`src/rtl/clk_tick_gen_if.sv`:
```
`default_nettype none
// ============================================================================
//  Module      : clk_tick_gen_if
//  Description : Control/status bundle for clk_tick_gen. Carries the divisor
//                write port, per-channel enables, the global sync strobe and
//                the tick/square outputs.
//                  i_wr_en   - divisor write strobe
//                  i_wr_ch   - channel addressed by the write (CH_W bits)
//                  i_wr_div  - new divisor value (DIV_W bits)
//                  i_ch_en   - per-channel run enable, level-sensitive
//                  i_sync    - global phase realign strobe
//                  o_tick    - per-channel 1-cycle strobe at terminal count
//                  o_square  - per-channel 50% square, toggles at each tick
//                master : the controlling side (drives i_*, reads o_*)
//                slave  : the generator itself
//  Revision    : 1.0 - initial release
// ============================================================================
interface clk_tick_gen_if #(
  parameter int N_CH  = 4,
  parameter int DIV_W = 32,
  parameter int CH_W  = 2
);

  logic             i_wr_en;
  logic [CH_W-1:0]  i_wr_ch;
  logic [DIV_W-1:0] i_wr_div;
  logic [N_CH-1:0]  i_ch_en;
  logic             i_sync;
  logic [N_CH-1:0]  o_tick;
  logic [N_CH-1:0]  o_square;

  modport master (
    output i_wr_en, i_wr_ch, i_wr_div, i_ch_en, i_sync,
    input  o_tick, o_square
  );

  modport slave (
    input  i_wr_en, i_wr_ch, i_wr_div, i_ch_en, i_sync,
    output o_tick, o_square
  );

endinterface
`default_nettype wire

```
`src/rtl/clk_tick_gen.sv`:
```
`default_nettype none
// ============================================================================
//  Module      : clk_tick_gen
//  Description : Multi-channel clock-enable generator. Each channel counts
//                0..div and emits a registered 1-cycle tick plus a 50%-duty
//                square output, all in the i_clk domain (no derived clocks).
//                Divisors are runtime-writable; a global sync realigns all
//                channels to phase zero.
//  Ports       : i_clk   - single clock
//                i_reset - asynchronous active-high reset
//                bus     - clk_tick_gen_if.slave (write port, enables, sync,
//                          tick and square outputs)
//  Revision    : 1.0 - initial release
// ============================================================================
module clk_tick_gen #(
  parameter int CLK_HZ  = 16_000_000,
  parameter int TICK_HZ = 100,
  parameter int N_CH    = 4,
  parameter int DIV_W   = 32
) (
  input  wire            i_clk,
  input  wire            i_reset,
  clk_tick_gen_if.slave  bus
);

  localparam int               CH_W        = (N_CH > 1) ? $clog2(N_CH) : 1;
  localparam logic [DIV_W-1:0] DEFAULT_DIV = DIV_W'(CLK_HZ / (2 * TICK_HZ) - 1);

  logic [N_CH-1:0] w_tick;
  logic [N_CH-1:0] w_square;

  for (genvar ch = 0; ch < N_CH; ch++) begin : g_ch
    logic [DIV_W-1:0] r_cnt;
    logic [DIV_W-1:0] r_div;
    logic             r_tick;
    logic             r_square;
    logic             w_wr_hit;

    // A write addressed beyond N_CH-1 cannot match any generated channel,
    // so out-of-range writes fall out naturally as no-ops.
    assign w_wr_hit = bus.i_wr_en && (bus.i_wr_ch == CH_W'(ch));

    always_ff @(posedge i_clk or posedge i_reset) begin
      if (i_reset) begin
        r_cnt    <= '0;
        r_div    <= DEFAULT_DIV;
        r_tick   <= 1'b0;
        r_square <= 1'b0;
      end else if (bus.i_sync) begin
        // Sync realigns phase; a coincident write still lands its divisor.
        r_cnt    <= '0;
        r_tick   <= 1'b0;
        r_square <= 1'b0;
        if (w_wr_hit) begin
          r_div <= bus.i_wr_div;
        end
      end else if (w_wr_hit) begin
        // Restart the period; square keeps its level across the write.
        r_div  <= bus.i_wr_div;
        r_cnt  <= '0;
        r_tick <= 1'b0;
      end else if (bus.i_ch_en[ch]) begin
        // '>=' rather than '==' so a counter somehow above div recovers
        // at once instead of running the long way round.
        if (r_cnt >= r_div) begin
          r_cnt    <= '0;
          r_tick   <= 1'b1;
          r_square <= ~r_square;
        end else begin
          r_cnt  <= r_cnt + DIV_W'(1);
          r_tick <= 1'b0;
        end
      end else begin
        r_tick <= 1'b0;
      end
    end

    assign w_tick[ch]   = r_tick;
    assign w_square[ch] = r_square;
  end

  assign bus.o_tick   = w_tick;
  assign bus.o_square = w_square;

endmodule
`default_nettype wire

```
`src/flat_wrapper.sv`:
```
// flat-port wrapper written by rule: the top's interface ports become plain ports
module clk_tick_gen_flat 
#(
  parameter int CLK_HZ  = 16_000_000,
  parameter int TICK_HZ = 100,
  parameter int N_CH    = 4,
  parameter int DIV_W   = 32
)
  (i_clk, i_reset, bus_i_wr_en, bus_i_wr_ch, bus_i_wr_div, bus_i_ch_en, bus_i_sync, bus_o_tick, bus_o_square);
  clk_tick_gen_if #(.N_CH(N_CH), .DIV_W(DIV_W), .CH_W((2))) bus_i ();
  input  wire i_clk;
  input  wire i_reset;
  input wire logic [$bits(bus_i.i_wr_en)-1:0] bus_i_wr_en;
  input wire logic [$bits(bus_i.i_wr_ch)-1:0] bus_i_wr_ch;
  input wire logic [$bits(bus_i.i_wr_div)-1:0] bus_i_wr_div;
  input wire logic [$bits(bus_i.i_ch_en)-1:0] bus_i_ch_en;
  input wire logic [$bits(bus_i.i_sync)-1:0] bus_i_sync;
  output wire logic [$bits(bus_i.o_tick)-1:0] bus_o_tick;
  output wire logic [$bits(bus_i.o_square)-1:0] bus_o_square;
  assign bus_i.i_wr_en = bus_i_wr_en;
  assign bus_i.i_wr_ch = bus_i_wr_ch;
  assign bus_i.i_wr_div = bus_i_wr_div;
  assign bus_i.i_ch_en = bus_i_ch_en;
  assign bus_i.i_sync = bus_i_sync;
  assign bus_o_tick = bus_i.o_tick;
  assign bus_o_square = bus_i.o_square;
  clk_tick_gen #(.CLK_HZ(CLK_HZ), .TICK_HZ(TICK_HZ), .N_CH(N_CH), .DIV_W(DIV_W)) u_core (.i_clk(i_clk), .i_reset(i_reset), .bus(bus_i));
endmodule
```
`config.mk`:
```
export PLATFORM = sky130hd
export DESIGN_NAME = clk_tick_gen_flat
export DESIGN_NICKNAME = d
export VERILOG_FILES = /design/src/rtl/clk_tick_gen_if.sv /design/src/rtl/clk_tick_gen.sv /design/src/flat_wrapper.sv
export SDC_FILE = /design/constraint.sdc
export NUM_CORES = 1
export LEC_CHECK = 0
export CAP_MARGIN = 5
export CORE_MARGIN = 1.5
export CORE_UTILIZATION = 64
export CTS_BUF_LIST = sky130_fd_sc_hd__clkbuf_4 sky130_fd_sc_hd__clkbuf_8
export DETAILED_ROUTE_END_ITERATION = 16
export PLACE_DENSITY = 0.87
export SLEW_MARGIN = 10
export SYNTH_ARGS = -nofsm -noshare
export SYNTH_HDL_FRONTEND = slang
export SYNTH_SLANG_ARGS = --single-unit
export TNS_END_PERCENT = 1
```
`constraint.sdc`:
```
create_clock -name i_clk -period 9.2 [get_ports i_clk]
set_clock_uncertainty 0.05 [all_clocks]
set_input_delay 0.92 -clock i_clk [delete_from_list [all_inputs] [get_ports i_clk]]
set_output_delay 0.92 -clock i_clk [all_outputs]
set_load 0.05 [all_outputs]
```
# Yosys cells after proc, flatten, opt, wreduce, memory -nomap -nowiden
# Cells that the tools add are included.
[classes]
magnitude_cmp = 4
n_eq_ne = 7
n_addsub = 4
muxes = 48
bitwise_logic = 4
reduce_logical = 21
[op_table]
columns = ["cell", "count"]
rows = [
  ["$mux 32", 16],
  ["$add 32x1->32 const B", 4],
  ["$ge 32x32->1", 4],
  ["$mux 1", 32],
  ["$reduce_bool 2->1", 8],
  ["$reduce_and 3->1", 4],
  ["$reduce_bool 3->1", 4],
  ["$ne 2x2->1 const B", 4],
  ["$eq 2x2->1 const B", 2],
  ["$logic_and 1x1->1", 4],
  ["$not 1->1", 4],
  ["$eq 2x1->1 const B", 1],
  ["$logic_not 2->1", 1],
]
[totals]
out_inout_bits = 8
input_bits = 42
regBits = 264

# Logic depth before layout (Yosys ltp)
# Gate-level depths: netlist of run 1.
[depth]
word_depth = 5
ltp_mapped = 11
mapped_depth_nobuf = 9

# Worst setup path before layout of run 1
# OpenSTA, ideal clock, no wires.
[synth_path]
kind = "flip-flop to flip-flop"
start = "register u_core.g_ch[2].r_div[13]"
end = "register u_core.g_ch[2].r_cnt[27]"
arrival_ns = 2.484
path_stages_with_launch = 11
setup_slack_ns = 6.597
t_required_ns = 9.081
path_cell_list = "dfstp_2 > inv_1 > ha_1 > a21o_1 > a21o_1 > a221o_1 > a21oi_1 > o211ai_1 > clkbuf_1 > or3_1 > nand3_1"
[synth_between]
elab_chain_cells = 5
[synth_rtl]
columns = ["element", "line_no", "rtl"]
rows = [
  ["from (decl)", "clk_tick_gen.sv:34", "logic [DIV_W-1:0] r_div;"],
  ["from (signal assigned)", "clk_tick_gen.sv:55", "r_div <= bus.i_wr_div;"],
  ["from (signal assigned)", "clk_tick_gen.sv:59", "r_div <= bus.i_wr_div;"],
  ["$ge 32x32->1", "clk_tick_gen.sv:65", "if (r_cnt >= r_div) begin"],
  ["$mux 32", "clk_tick_gen.sv:65", ""],
  ["$mux 32", "clk_tick_gen.sv:62", "end else if (bus.i_ch_en[ch]) begin"],
  ["$mux 32", "clk_tick_gen.sv:57", "end else if (w_wr_hit) begin"],
  ["$mux 32", "clk_tick_gen.sv:49", "end else if (bus.i_sync) begin"],
  ["to (signal assigned)", "clk_tick_gen.sv:70", "r_cnt <= r_cnt + DIV_W'(1);"],
  ["to (decl)", "clk_tick_gen.sv:33", "logic [DIV_W-1:0] r_cnt;"],
]
# Every way passes these cells. The select of a mux whose other input is x is not followed.
# A chain may end at the register's enable or synchronous reset.

# Final worst setup path of run 1
[layout_path]
start = "input port bus_i_wr_ch[1]"
end = "register u_core.g_ch[1].r_cnt[7]"
[layout_between]
elab_chain_cells = 4
word_cells_on_any_way = 5
cone_classes = "eq/ne: 1; mux: 2; reduce/logical: 2"
[layout_rtl]
columns = ["element", "line_no", "rtl"]
rows = [
  ["from (decl)", "flat_wrapper.sv:14", "input wire logic [$bits(bus_i.i_wr_ch)-1:0] bus_i_wr_ch;"],
  ["$eq 2x1->1 (*)", "clk_tick_gen.sv:41", "assign w_wr_hit = bus.i_wr_en && (bus.i_wr_ch == CH_W'(ch));"],
  ["$logic_and 1x1->1 (*)", "clk_tick_gen.sv:41", ""],
  ["$mux 32", "clk_tick_gen.sv:57", ""],
  ["$mux 32", "clk_tick_gen.sv:49", ""],
  ["to (signal assigned)", "clk_tick_gen.sv:70", ""],
  ["to (decl)", "clk_tick_gen.sv:33", ""],
]
# Mark *: on every way between the ends. The rest lies on a longest branch, timed or not.

==> key figures, run 1 <==
Pwr
  – Internal: about 2.1 mW
  – Flop pwr share: 0.462
  – Clock power frac: 0.394
  – Power Density: roughly 170 nW/um^2
  – LEAKAGE: about 8.0 nW
  – Maximum VDD drop: a little under 0.0001 V
  – Gate power share: 0.144
  – Switching share of total power: 0.270
  – Sw Pwr: about 800 uW

Clock network
  – Clk buf depth: 3
  – Htree depth: 2
  – Setup Buffers After CTS: 0
  – TritonCTS Sinks: 264
  – TritonCTS clock tree: done
  – Total CTS buffers: 46
  – Post_cts resized: 0
  – # hold bufs at CTS: 0
  – Clock Latency Late Sink: 0.57 ns
  – CTS root buffer: clkbuf_8
  – Clk slew on worst S/H paths: 0.06 ns

Setup path
  – WP data arrival: around 4.0 ns
  – R2r worst-path depth: 9
  – Worst setup path endpoint: u_core.g_ch[1].r_cnt[7]
  – Setup crit start: bus_i_wr_ch[1]
  – R2r endpoint: u_core.g_ch[3].r_cnt[13]
  – CP endpoint kind: flop
  – Crit path kind: in -> reg
  – R2R setup slack: ~5.7 ns
  – Reg2Reg Launch Point: u_core.g_ch[3].r_cnt[0]
  – Startpoint class of the critical path: primary input
  – CP max FO: 35
  – WP data required: 9.61 ns

Global route
  – Gr usage total: 0.322
  – Largest net degree at the start of global routing: 151
  – First-pass GRT wire length: between 60,000 and 70,000 um
  – Global route overflow: 0
  – Vias in the first global route: 12,400
  – Initial antenna violation count: 1

Cells and area
  – Syn-to-layout area delta: 11.0%
  – Total Nets Final: between 1,500 and 2,000
  – End-of-flow core utilization: 0.727
  – Share of cells above drive strength 1: 0.136
  – Number of fill cells: 1,582
  – Most common cell after layout, fill and taps aside: dfrtp_1
  – Commonest non-fill, non-tap cells in the layout: dfrtp_1, nand2_1, inv_1, ha_1, o21ai_0
  – Antenna diode count: 0

Synthesis
  – Area of the mapped netlist: between 15,000 and 20,000 um^2
  – FFs w/ async S/R, synth: 1.00
  – Synth cell types: a little under 70
  – Synth Area in Compound Gates: 0.161
  – Mux share of post-synthesis cell area: 0.0598
  – Post-synthesis xor/xnor area fraction: 0.00453
  – Synth Net Count: around 1,800
  – Simple-Gate Fraction of Synth Area: 0.174
  – Largest family of logic cells by synthesized area: simple AND/OR/NAND/NOR gates
  – Syn Inst Count: ~1,700
  – Average size of a mapped cell: 9.31 um^2
  – Synth Flop Type: dfrtp_1
  – Post-synth EDFFs: 0
  – Yosys reg bits: 264
  – Synth warn: 0
  – Register area share after synthesis: 0.431
  – Synth Area in Adders: 0.107

Timing
  – Tcrit/Tclk final: 0.385
  – Max Fclk: around 280 MHz
  – Setup_tns: 0 ns
  – Max-slew headroom: 0.177
  – RSZ-0062 raised after global routing: no
  – Final setup violation count: 0
  – Hold Vio Cnt, Final: 0
  – Worst Max-Slew Pin Slew: ~1.2 ns
  – Final Critical Period: 3.54 ns
  – Final Max Tran Viols: 0

Run status
  – Status: completed

Flow run
  – Max_cap viols: 0

Placement
  – Port Buffer Count: 49
  – Detailed placer's ending HPWL: approximately 26,000 um
  – Placer Congestion: about 0.85

Floorplanning
  – Row cnt: between 50 and 60
  – Vert. Die Dim: 158 um
  – Core area: roughly 24,000 um^2
  – Initial Utilization: 0.654
  – Die width: 158 um
  – Die area: 25,100 um^2
  – IO Pins: 50

Routing
  – Initial drt markers: roughly 1,300
  – DRC: 0
  – Total number of vias: ~13,000
  – DR WL/cell: 18.8 um
  – DRT Wirelength: 38,700 um
  – DRT Pass-1 Iters: 6
  – Antenna-violating nets left: 0
  – Avg Vias per Cell: 6.25

Min path
  – Hold Crit Class: reg -> reg
[critical path: stages]
cell             delay (ns)
clkdlybuf4s50_1        0.56
nand3b_1               0.15
buf_4                  0.40
nand2b_1               0.27
a211oi_2               0.83
buf_4                  0.36
nand2_1                0.23
o22ai_1                0.22
[cells by family (layout without fill, tap and decap cells)]
group                      after synthesis  after routing
and+or+nand+nor                        547            547
AOI/OAI and AO/OA                      382            382
DFF                                    264            264
buffers and inverters                  243            320
adders and majority gates              132            132
muxes                                   84             84
xor gates and xnor gates                 8              8
[metrics by stage]
stage	instance area (um^2)	setup WS [ns]	power [mW]	cells	hold slack [ns]
final	17200	5.66	2.90	2056	0.417
after global routing	17200	5.44	3.03	2056	0.431
after CTS	17200	5.74	2.91	2056	0.419
after detailed placement	16200	5.20	1.77	1970	0.410
after global placement	16200	5.26	1.73	1970	0.404
after floorplan	15500	1.03	1.63	1660	0.392
[Yosys cell counts, types with 10 or more instances]
cell	n	area, um^2
ha_1	132	1650
mux2_2	67	754
or3_1	14	87.6
buf_2	11	55.1
o21ai_0	117	586
o311ai_0	13	114
a21oi_1	84	420
a22o_1	31	272
a31oi_1	21	131
inv_1	171	642
a41o_1	21	210
and4_1	10	87.6
nor2b_1	13	81.3
nand2_1	201	754
and3_1	29	181
nor2_1	76	285
a41oi_1	10	87.6
o22ai_1	11	68.8
dfrtp_1	220	5510
a21o_1	24	180
clkbuf_1	46	173
dfstp_2	44	1160
nand4_1	42	263
mux2i_1	17	170
nand3_1	86	430
nor3_1	15	75.1
nand2b_1	12	75.1
[sequential cells by signal, indices dropped and copies added (netlist names)]
signal,count
u_core.g_ch.r_div,128
u_core.g_ch.r_cnt,128
u_core.g_ch.r_tick,4
u_core.g_ch.r_square,4
[power by group through the flow]
stage	clock network, mW	registers, mW	logic, mW
after CTS	1.15	1.34	0.416
after global placement	0	1.35	0.382
after detailed placement	0	1.36	0.409
final	1.14	1.34	0.418
after global routing	1.21	1.35	0.470
after floorplan	0	1.34	0.292
[how the worst min path moves through the flow]
stage / depth (start not counted) / startpoint / slack [ns] / to
after floorplan: 2 / u_core.g_ch[3].r_div[0] / 0.39 / u_core.g_ch[3].r_div[0]
after global placement: 2 / u_core.g_ch[3].r_div[0] / 0.40 / u_core.g_ch[3].r_div[0]
after detailed placement: 2 / u_core.g_ch[3].r_div[0] / 0.41 / u_core.g_ch[3].r_div[0]
after CTS: 2 / u_core.g_ch[3].r_div[0] / 0.42 / u_core.g_ch[3].r_div[0]
after global routing: 2 / u_core.g_ch[3].r_div[0] / 0.43 / u_core.g_ch[3].r_div[0]
final: 2 / u_core.g_ch[3].r_div[0] / 0.42 / u_core.g_ch[3].r_div[0]
[final cells by class]
class / count / area (um^2) / share of cell area
Sequential cell: 264 / 6660 / 0.388
Tap cell: 319 / 399 / 0.0233
Timing Repair Buffer: 63 / 596 / 0.0347
Multi-Input combinational cell: 1153 / 7860 / 0.458
Clock buffer: 80 / 970 / 0.0565
Inverter: 171 / 649 / 0.0378
Clock inverter: 6 / 30.0 / 0.00175
[metal layers]
metal / part of all wire / vias up / GRT usage
li1: - / 6009 / -
met1: 0.41 / 6195 / 0.421
met2: 0.46 / 500 / 0.507
met3: 0.071 / 144 / 0.0572
met4: 0.058 / 2 / 0.185
met5: 0.00034 / - / 0
Power figures use the tool's default switching activity.
==> run 2, diff against run 1 <==
--- a/config.mk
+++ b/config.mk
@@ -7,10 +7,10 @@
 export LEC_CHECK = 0
 export CAP_MARGIN = 5
 export CORE_MARGIN = 1.5
-export CORE_UTILIZATION = 64
+export CORE_UTILIZATION = 58
 export CTS_BUF_LIST = sky130_fd_sc_hd__clkbuf_4 sky130_fd_sc_hd__clkbuf_8
 export DETAILED_ROUTE_END_ITERATION = 16
-export PLACE_DENSITY = 0.87
+export PLACE_DENSITY = 0.83
 export SLEW_MARGIN = 10
 export SYNTH_ARGS = -nofsm -noshare
 export SYNTH_HDL_FRONTEND = slang
==> constraint.sdc (replaced) <==
create_clock -name i_clk -period 3.14 [get_ports i_clk]
set_clock_uncertainty 0.05 [all_clocks]
set_input_delay 0.314 -clock i_clk [delete_from_list [all_inputs] [get_ports i_clk]]
set_output_delay 0.314 -clock i_clk [all_outputs]
set_load 0.05 [all_outputs]
==> key figures, run 2 (synthesized netlist as in run 1, its figures left out) <==
Run status
  – Status: completed

Pwr
  – Sw Pwr: 2.36 mW (+200%)
  – LEAKAGE: 8.19 nW (+2.0%)
  – Gate power share: 0.141 (-0.003)
  – Internal: 6.52 mW (+210%)
  – Maximum VDD drop: 0.000273 V (+180%)
  – Flop pwr share: 0.442 (-0.020)
  – Power Density: 507 nW/um^2 (+200%)
  – Clock power frac: 0.417 (+0.023)
  – Switching share of total power: 0.266 (-0.00422)

Cells and area
  – Commonest non-fill, non-tap cells in the layout: dfrtp_1, nand2_1, inv_1, ha_1, o21ai_0
  – Post-route cell area: 17,500 um^2 (+2.0%)
  – Biggest regs: u_core.g_ch.r_cnt: 128 flops, u_core.g_ch.r_div: 128 flops
  – Final Non-Filler Cells: 2,090 (+1.7%)
  – Register Area: 6660 um^2 (unchanged)
  – Total Nets Final: 1,892 (+1.0%)
  – Number of fill cells: 1,904 (+20%)
  – Syn-to-layout area delta: 13.2%
  – End-of-flow core utilization: 0.670 (-0.0571)
  – Antenna diode count: 0 (unchanged)
  – Multi-input gate area: 7860 um^2 (unchanged)
  – Most common cell after layout, fill and taps aside: dfrtp_1
  – Share of cells above drive strength 1: 0.145 (+0.00886)

Setup path
  – CP max FO: 6 (-83%)
  – CP endpoint kind: flop
  – Startpoint class of the critical path: flop
  – WP data required: 3.56 ns (-6.05 ns)
  – Crit path kind: reg -> reg
  – WP data arrival: 3.36 ns (-0.60 ns)

Floorplanning
  – Core area: 26,100 um^2 (+11%)
  – Die width: 166 um (+4.9%)
  – IO Pins: 50 (unchanged)
  – Row cnt: 59 (+5.4%)
  – Initial Utilization: 0.591 (-0.0631)
  – Vert. Die Dim: 166 um (+4.9%)
  – Die area: 27,600 um^2 (+10%)

Clock network
  – Clk buf depth: 3 (unchanged)
  – Htree depth: 2 (unchanged)
  – Setup Buffers After CTS: 0 (unchanged)
  – Total CTS buffers: 45 (-2.2%)
  – Post_cts resized: 0 (unchanged)
  – # hold bufs at CTS: 0 (unchanged)
  – TritonCTS Sinks: 264 (unchanged)
  – CTS root buffer: clkbuf_8
  – Clock Latency Late Sink: 0.58 ns (about the same)
  – Clk slew on worst S/H paths: 0.06 ns (about the same)
  – TritonCTS clock tree: done

Flow run
  – Max_cap viols: 0 (unchanged)

Routing
  – DRC: 0 (unchanged)
  – DRT Pass-1 Iters: 5 (-1)
  – Antenna-violating nets left: 0 (unchanged)
  – DR WL/cell: 18.9 um (+0.11%)
  – DRT Wirelength: 39,400 um (+1.8%)
  – Initial drt markers: 1,226 (-5.0%)
  – Total number of vias: 12,900 (+0.38%)
  – Avg Vias per Cell: 6.17 (-1.3%)

Global route
  – Gr usage total: 0.290 (-0.0320)
  – Initial antenna violation count: 0 (-1)
  – First-pass GRT wire length: 64,700 um (+2.3%)
  – Global route overflow: 0 (unchanged)
  – Vias in the first global route: 12,600 (+1.9%)
  – Largest net degree at the start of global routing: 78 (-48%)

Placement
  – Detailed placer's ending HPWL: 27,200 um (+3.1%)
  – Port Buffer Count: 49 (unchanged)
  – Number of cells after detailed placement: 2,006 (+1.8%)
  – Placer Congestion: 0.880 (+3.1%)
  – Post-DP Area: 16,400 um^2 (+1.5%)

Timing
  – Max Fclk: around 340 MHz
  – Final Critical Period: approximately 2.9 ns
  – Final Max Tran Viols: 0 (unchanged)
  – Tcrit/Tclk final: 0.937
  – Hold Vio Cnt, Final: 0 (unchanged)
  – Final setup violation count: 0 (unchanged)
  – Worst Max-Slew Pin Slew: 0.615 ns (-0.612 ns)
  – RSZ-0062 raised after global routing: no
  – Max-slew headroom: 0.589 (+0.411)

Min path
  – Hold Crit Class: in -> async
run 2: cell types whose count changed in the layout (fill, tap and decap cells not counted), sizes merged:
cell	delta
bufinv	+5
clkbuf	-13
clkinv	+5
inv	-1
clkinvlp	+2
buf	+20
run 2: cell type report:
type | count | area share
Sequential cell | 264 | 0.381
Tap cell | 335 | 0.0240
Clock inverter | 17 | 0.0122
Clock buffer | 67 | 0.0506
Timing Repair Buffer | 83 | 0.0469
Inverter | 171 | 0.0369
Multi-Input combinational cell | 1153 | 0.449
run 2: final timing paths:
kind | startpoint | end | slack, ns | cells past startpoint
max reg2reg | u_core.g_ch[1].r_div[2] | u_core.g_ch[1].r_cnt[18] | 0.20 | 9
min reg2reg | u_core.g_ch[3].r_div[0] | u_core.g_ch[3].r_div[0] | 0.41 | 2
min | i_reset | u_core.g_ch[3].r_div[10] | 0.04 | 2
max in group asynchronous | i_reset | u_core.g_ch[0].r_div[16] | 2.11 | 4
max | u_core.g_ch[1].r_div[2] | u_core.g_ch[1].r_cnt[18] | 0.20 | 9
min in group i_clk | u_core.g_ch[3].r_div[0] | u_core.g_ch[3].r_div[0] | 0.41 | 2
run 2: power by group through the flow:
stage	clock, mW	sequential, mW	combinational [mW]
CTS	3.73	3.92	1.25
global placement	0	3.96	1.15
detailed placement	0	3.98	1.23
finish	3.70	3.92	1.25
floorplan	0	3.93	0.855
global route	3.91	3.96	1.40
run 2: layer usage:
metal | global-route usage | up-vias | wire length, um
met3 | 0.0486 | 130 | 2540
met4 | 0.163 | 0 | 2140
met2 | 0.465 | 485 | 18300
li1 | - | 6036 | -
met5 | 0 | - | 0
met1 | 0.376 | 6248 | 16400
run 2: worst max-delay path, cell delays in order (launching register included):
cell      delay [ns]
dfstp_2         0.53
inv_1           0.04
ha_1            0.30
a211oi_1        0.24
o21ai_0         0.14
a221oi_1        0.31
o211ai_1        0.19
a211o_1         0.37
or3_1           0.42
o31ai_1         0.26
run 2: per-stage QoR:
step                TNS, ns  setup WS, ns  power [mW]  hold WS [ns]
finish                    0         0.199        8.88        0.0376
global route              0        0.0292        9.27        0.0419
CTS                       0         0.203        8.91        0.0218
detailed placement        0         0.212        5.20         0.406
global placement          0         0.312        5.10         0.403
floorplan           -147.75        -0.672        4.79         0.347
==> RTL edit 1 (flow settings as in run 2) <==
`N_CH` is set to 4 in 3 places; all go to 2.
--- a/src/rtl/clk_tick_gen_if.sv
+++ b/src/rtl/clk_tick_gen_if.sv
@@ -16,7 +16,7 @@
 //  Revision    : 1.0 - initial release
 // ============================================================================
 interface clk_tick_gen_if #(
-  parameter int N_CH  = 4,
+  parameter int N_CH  = 2,
   parameter int DIV_W = 32,
   parameter int CH_W  = 2
 );
--- a/src/rtl/clk_tick_gen.sv
+++ b/src/rtl/clk_tick_gen.sv
@@ -15,7 +15,7 @@
 module clk_tick_gen #(
   parameter int CLK_HZ  = 16_000_000,
   parameter int TICK_HZ = 100,
-  parameter int N_CH    = 4,
+  parameter int N_CH    = 2,
   parameter int DIV_W   = 32
 ) (
   input  wire            i_clk,
--- a/src/flat_wrapper.sv
+++ b/src/flat_wrapper.sv
@@ -3,7 +3,7 @@
 #(
   parameter int CLK_HZ  = 16_000_000,
   parameter int TICK_HZ = 100,
-  parameter int N_CH    = 4,
+  parameter int N_CH    = 2,
   parameter int DIV_W   = 32
 )
   (i_clk, i_reset, bus_i_wr_en, bus_i_wr_ch, bus_i_wr_div, bus_i_ch_en, bus_i_sync, bus_o_tick, bus_o_square);
Interface: changed (resized bus_i_ch_en, bus_o_square and bus_o_tick); port bits go from 50 to 44. The function was not compared with the original's and may differ.
==> RTL edit 1 against run 2 <==
  * Sequential cell count shrank 132
  * Power shrank 55%
  * Wire length shrank 50%
  * Cell area shrank 48%
  * First-iteration DRC count shrank 39%
  * Die area shrank 47%
  * Setup slack lost 0.0012 ns
  * Synthesized area shrank 48%
==> RTL edit 1: results (changes against run 2) <==
| Metric | Value |
|---|---|
| Comb. pwr | `0.630 mW (-50%)` |
| Gate Count Post-Synth | `844 (-49%)` |
| M1 WL | `8.93 mm (-46%)` |
| Logic inverters | `81 (-53%)` |
| Non-CTS buffers | `65 (-22%)` |
| DP Area | `0.00872 mm2 (-47%)` |
| Fillers | `1,046 (-45%)` |
| Synth cell types | `59 (-13%)` |
| Post-DP HPWL | `13.5 mm (-51%)` |
| Vias in the first global route | `6,544 (-48%)` |
| Routability cong. | `0.892 (+1.4%)` |
| Total GRT Usage | `0.287 (-0.00307)` |
| Biggest regs | `u_core.g_ch.r_cnt x64, u_core.g_ch.r_div x64` |
| #MultiIn Comb | `588 (-49%)` |
| CP arrival | `3.25 ns (-0.11 ns)` |
| Area delta synth->final | `13.1%` |
| Footprint of the multi-input gates | `0.00425 mm2 (-46%)` |
| DR vias | `6,881 (-47%)` |
| Non-clk buf share | `0.0693 (+0.0224)` |
| Max stage delay on crit path | `0.51 ns (-0.02 ns)` |
| Multiplexer share of the synthesized area | `0.0500 (-0.00980)` |
| Area contributors post-synth | `dfrtp_1 34%, ha_1 10%, dfstp_2 7.2%` |
| Placed cells | `1,042 (-48%)` |
| Clock distribution power | `1.44 mW (-61%)` |
| Critical-path top delay cell | `nor4_1` |
| Synth Area in Adders | `0.102 (-0.00464)` |
| Power Dens Cells | `440 mW/mm2 (-13%)` |
| CLK BUF | `28 (-58%)` |
| Xor/xnor share of the synthesized area | `0.00217 (-0.00237)` |
| Routed met2 length | `9.17 mm (-50%)` |
| Met1 usage in global routing | `0.396 (+0.0204)` |
| Worst skew pair latency | `0.48 ns (-0.10 ns)` |
| Detailed Route WL | `19.7 mm (-50%)` |
| Post-Syn Nets | `950 (-48%)` |
| Compound-cell area share of the yosys netlist | `0.188 (+0.0269)` |
| Buffer depth of the longest clock path | `2 (-1)` |
| First-pass GRT wire length | `32.8 mm (-49%)` |
| Synth top cells by count | `110 x dfrtp_1, 84 x nand2_1, 81 x inv_1` |
| CP Max Fanout | `26 (+20)` |
| Crit-path leading delay family | `simple AND/OR/NAND/NOR gates` |
| Clock-pin slew on the worst setup and hold paths | `0.07 ns` |
| Sequential share of cell area | `0.365 (-0.0160)` |
| Post-synthesis sequential area ratio | `0.412 (-0.0187)` |
| Clk sink count | `132 (-50%)` |
| Avg WL per Cell | `18.3 um (-2.8%)` |
| VDD IR max | `0.418 mV (+53%)` |
| H-tree depth | `4 (+2)` |
| Layout cells sized above 1 | `0.140 (-0.00499)` |
| Worst-margin pin slew | `0.834 ns (+0.219 ns)` |
| GR Util met2 | `0.442 (-0.0237)` |
| Largest net degree at the start of global routing | `133 (+71%)` |
| Status | `completed` |
| Internal power | `2.95 mW (-55%)` |
| IO Port Bufs | `43 (-12%)` |
-- RTL edit 1: what timing repair did --
item,4_1_cts,5_1_grt
setup endpoints to repair,0,28
gates resized for setup,0,3
hold endpoints to repair,0,0
-- RTL edit 1: worst paths after layout --
check	to	slack (ns)	start	cells after the start
max in group asynchronous	u_core.g_ch[0].r_cnt[0]$_DFFE_PP0P_	2.17	i_reset	3
min in group i_clk	u_core.g_ch[0].r_div[6]$_DFFE_PP1P_	0.37	bus_i_wr_div[6]	3
min	u_core.g_ch[1].r_cnt[10]$_DFFE_PP0P_	0.33	i_reset	3
max reg2reg	u_core.g_ch[1].r_cnt[26]$_DFFE_PP0P_	0.20	u_core.g_ch[1].r_cnt[29]$_DFFE_PP0P_	8
min reg2reg	u_core.g_ch[1].r_div[19]$_DFFE_PP0P_	0.46	u_core.g_ch[1].r_div[19]$_DFFE_PP0P_	1
max	u_core.g_ch[1].r_cnt[26]$_DFFE_PP0P_	0.20	u_core.g_ch[1].r_cnt[29]$_DFFE_PP0P_	8
==> RTL edit 2 (config.mk and constraints of run 2) <==
Without the edit above. Make the reset (`i_reset`) synchronous in one clocked block. Comments in the files are not updated.
--- a/src/rtl/clk_tick_gen.sv
+++ b/src/rtl/clk_tick_gen.sv
@@ -40,7 +40,7 @@
     // so out-of-range writes fall out naturally as no-ops.
     assign w_wr_hit = bus.i_wr_en && (bus.i_wr_ch == CH_W'(ch));
 
-    always_ff @(posedge i_clk or posedge i_reset) begin
+    always_ff @(posedge i_clk) begin
       if (i_reset) begin
         r_cnt    <= '0;
         r_div    <= DEFAULT_DIV;
Function: differs if i_reset is asserted again (counterexample within 4 cycles, from zero or initial values and one cycle with i_reset high); with i_reset held inactive, the same outputs for 4 cycles.
==> RTL edit 2 against run 2 <==
  * Non-clock buffer count shrank 16
  * Highest routed layer unchanged
  * Critical path type unchanged
  * Sequential cell count is the same
  * Synthesized area down 11%
  * Cell area shrank 12%
  * Hold slack better by 0.16 ns
  * Wire length fell by 15%
  * Setup slack improved by 0.12 ns
Power is not compared: it rests on default switching activity, and its combinational part moved more than twofold at a synthesized area within 25%.
==> RTL edit 2: results (changes against run 2) <==
| Metric | Value |
|---|---|
| Status | `completed` |
| Post-DP HPWL | `23.4 mm (-14%)` |
| Layout cells sized above 1 | `0.0869 (-0.0584)` |
| RR Endpoint | `u_core.g_ch[0].r_cnt[21]$_SDFFE_PP0P_` |
| R2R cell count | `6 (-3)` |
| Biggest regs | `u_core.g_ch.r_cnt x128, u_core.g_ch.r_div x128` |
| Routability cong. | `0.861 (-2.2%)` |
| Detailed Route WL | `33.7 mm (-15%)` |
| Hold slack | `0.198 ns (+0.161 ns)` |
| IO Port Bufs | `49 (unchanged)` |
| Clock-pin slew on the worst setup and hold paths | `0.06 ns (about the same)` |
| Synth cell types | `54 (-21%)` |
| Critical-path top delay cell | `o21ai_2` |
| Initial DRC Count | `931 (-24%)` |
| Fillers | `1,864 (-2.1%)` |
| R2r setup slk | `0.31 ns (+0.12 ns)` |
| Crit path to | `u_core.g_ch[0].r_cnt[21]$_SDFFE_PP0P_` |
| Post-synthesis sequential area ratio | `0.383 (-0.0478)` |
| CP arrival | `3.16 ns (-0.20 ns)` |
| Largest net degree at the start of global routing | `83 (+6.4%)` |
| RR Startpoint | `u_core.g_ch[0].r_cnt[27]$_SDFFE_PP0P_` |
| Flop+latch power | `3.45 mW` |
| Area contributors post-synth | `dfxtp_1 38%, ha_1 12%, nand2_1 8.1%` |
| Worst min-delay path class | `in2reg` |
| Async S/R FF share, synth | `0 (-1.00)` |
| First-pass GRT wire length | `54.4 mm (-16%)` |
| Vias in the first global route | `11,000 (-13%)` |
| Post-Syn Nets | `1,862 (+1.5%)` |
| Worst skew pair latency | `0.56 ns (-0.02 ns)` |
| Synth top cells by count | `298 x nand2_1, 264 x dfxtp_1, 150 x nor2_1` |
| Num CTS Buffers | `44 (-2.2%)` |
| CP Max Fanout | `29 (+23)` |
| Vias/cell | `5.61 (-9.2%)` |
| Total GRT Usage | `0.276 (-0.0141)` |
[RTL edit 2: changes by cell type after synthesis, sizes merged, moves of 44 or more]
cell	delta
dfxtp	+264
dfrtp	-220
nand2	+97
o21ai	-93
nor2	+82
a21oi	+67
mux2	-67
xor2	+64
dfstp	-44
[RTL edit 2: kinds of logic (layout without fill, tap and decap cells)]
| kind of cell | Yosys count | count (layout) | share of synthesized area |
|---|---|---|---|
| XOR/XNOR | 114 | 114 | 0.0724 |
| flip-flops | 264 | 264 | 0.383 |
| AND/OR/NAND/NOR | 702 | 702 | 0.245 |
| adder cells (fa/ha/maj) | 132 | 132 | 0.120 |
| buffers and inverters | 217 | 289 | 0.0643 |
| multiplexers | 1 | 1 | 0.000726 |
| AO/OA/AOI/OAI | 258 | 258 | 0.115 |
[RTL edit 2: metrics by stage]
step	cells	setup slack, ns	cell area (um2)	power [mW]	utilization
2_1_floorplan	1688	0.722	13800	3.81	-
3_3_place_gp	2000	0.369	14500	3.99	0.619
3_5_place_dp	2000	0.316	14500	4.00	0.619
4_1_cts	2079	0.314	15500	7.29	0.661
5_1_grt	2079	0.0886	15500	7.50	0.661
6_report	2079	0.315	15500	7.26	0.661
[RTL edit 2: per-layer routing]
metal / up-vias / share of wire / global-route usage
met5: - / 0 / 0
met4: 0 / 0.039 / 0.112
met3: 89 / 0.054 / 0.0416
met2: 320 / 0.46 / 0.451
met1: 5477 / 0.45 / 0.365
li1: 5767 / - / -
[RTL edit 2: layout make-up]
cell class,count,area [um2],share of cell area
inverter,143,537,0.0347
clock buffer,78,973,0.0629
multi-input combinational,1207,7640,0.494
tap,319,399,0.0258
clock inverter,1,8.76,0.000566
sequential,264,5290,0.341
timing repair buffer,67,636,0.0411
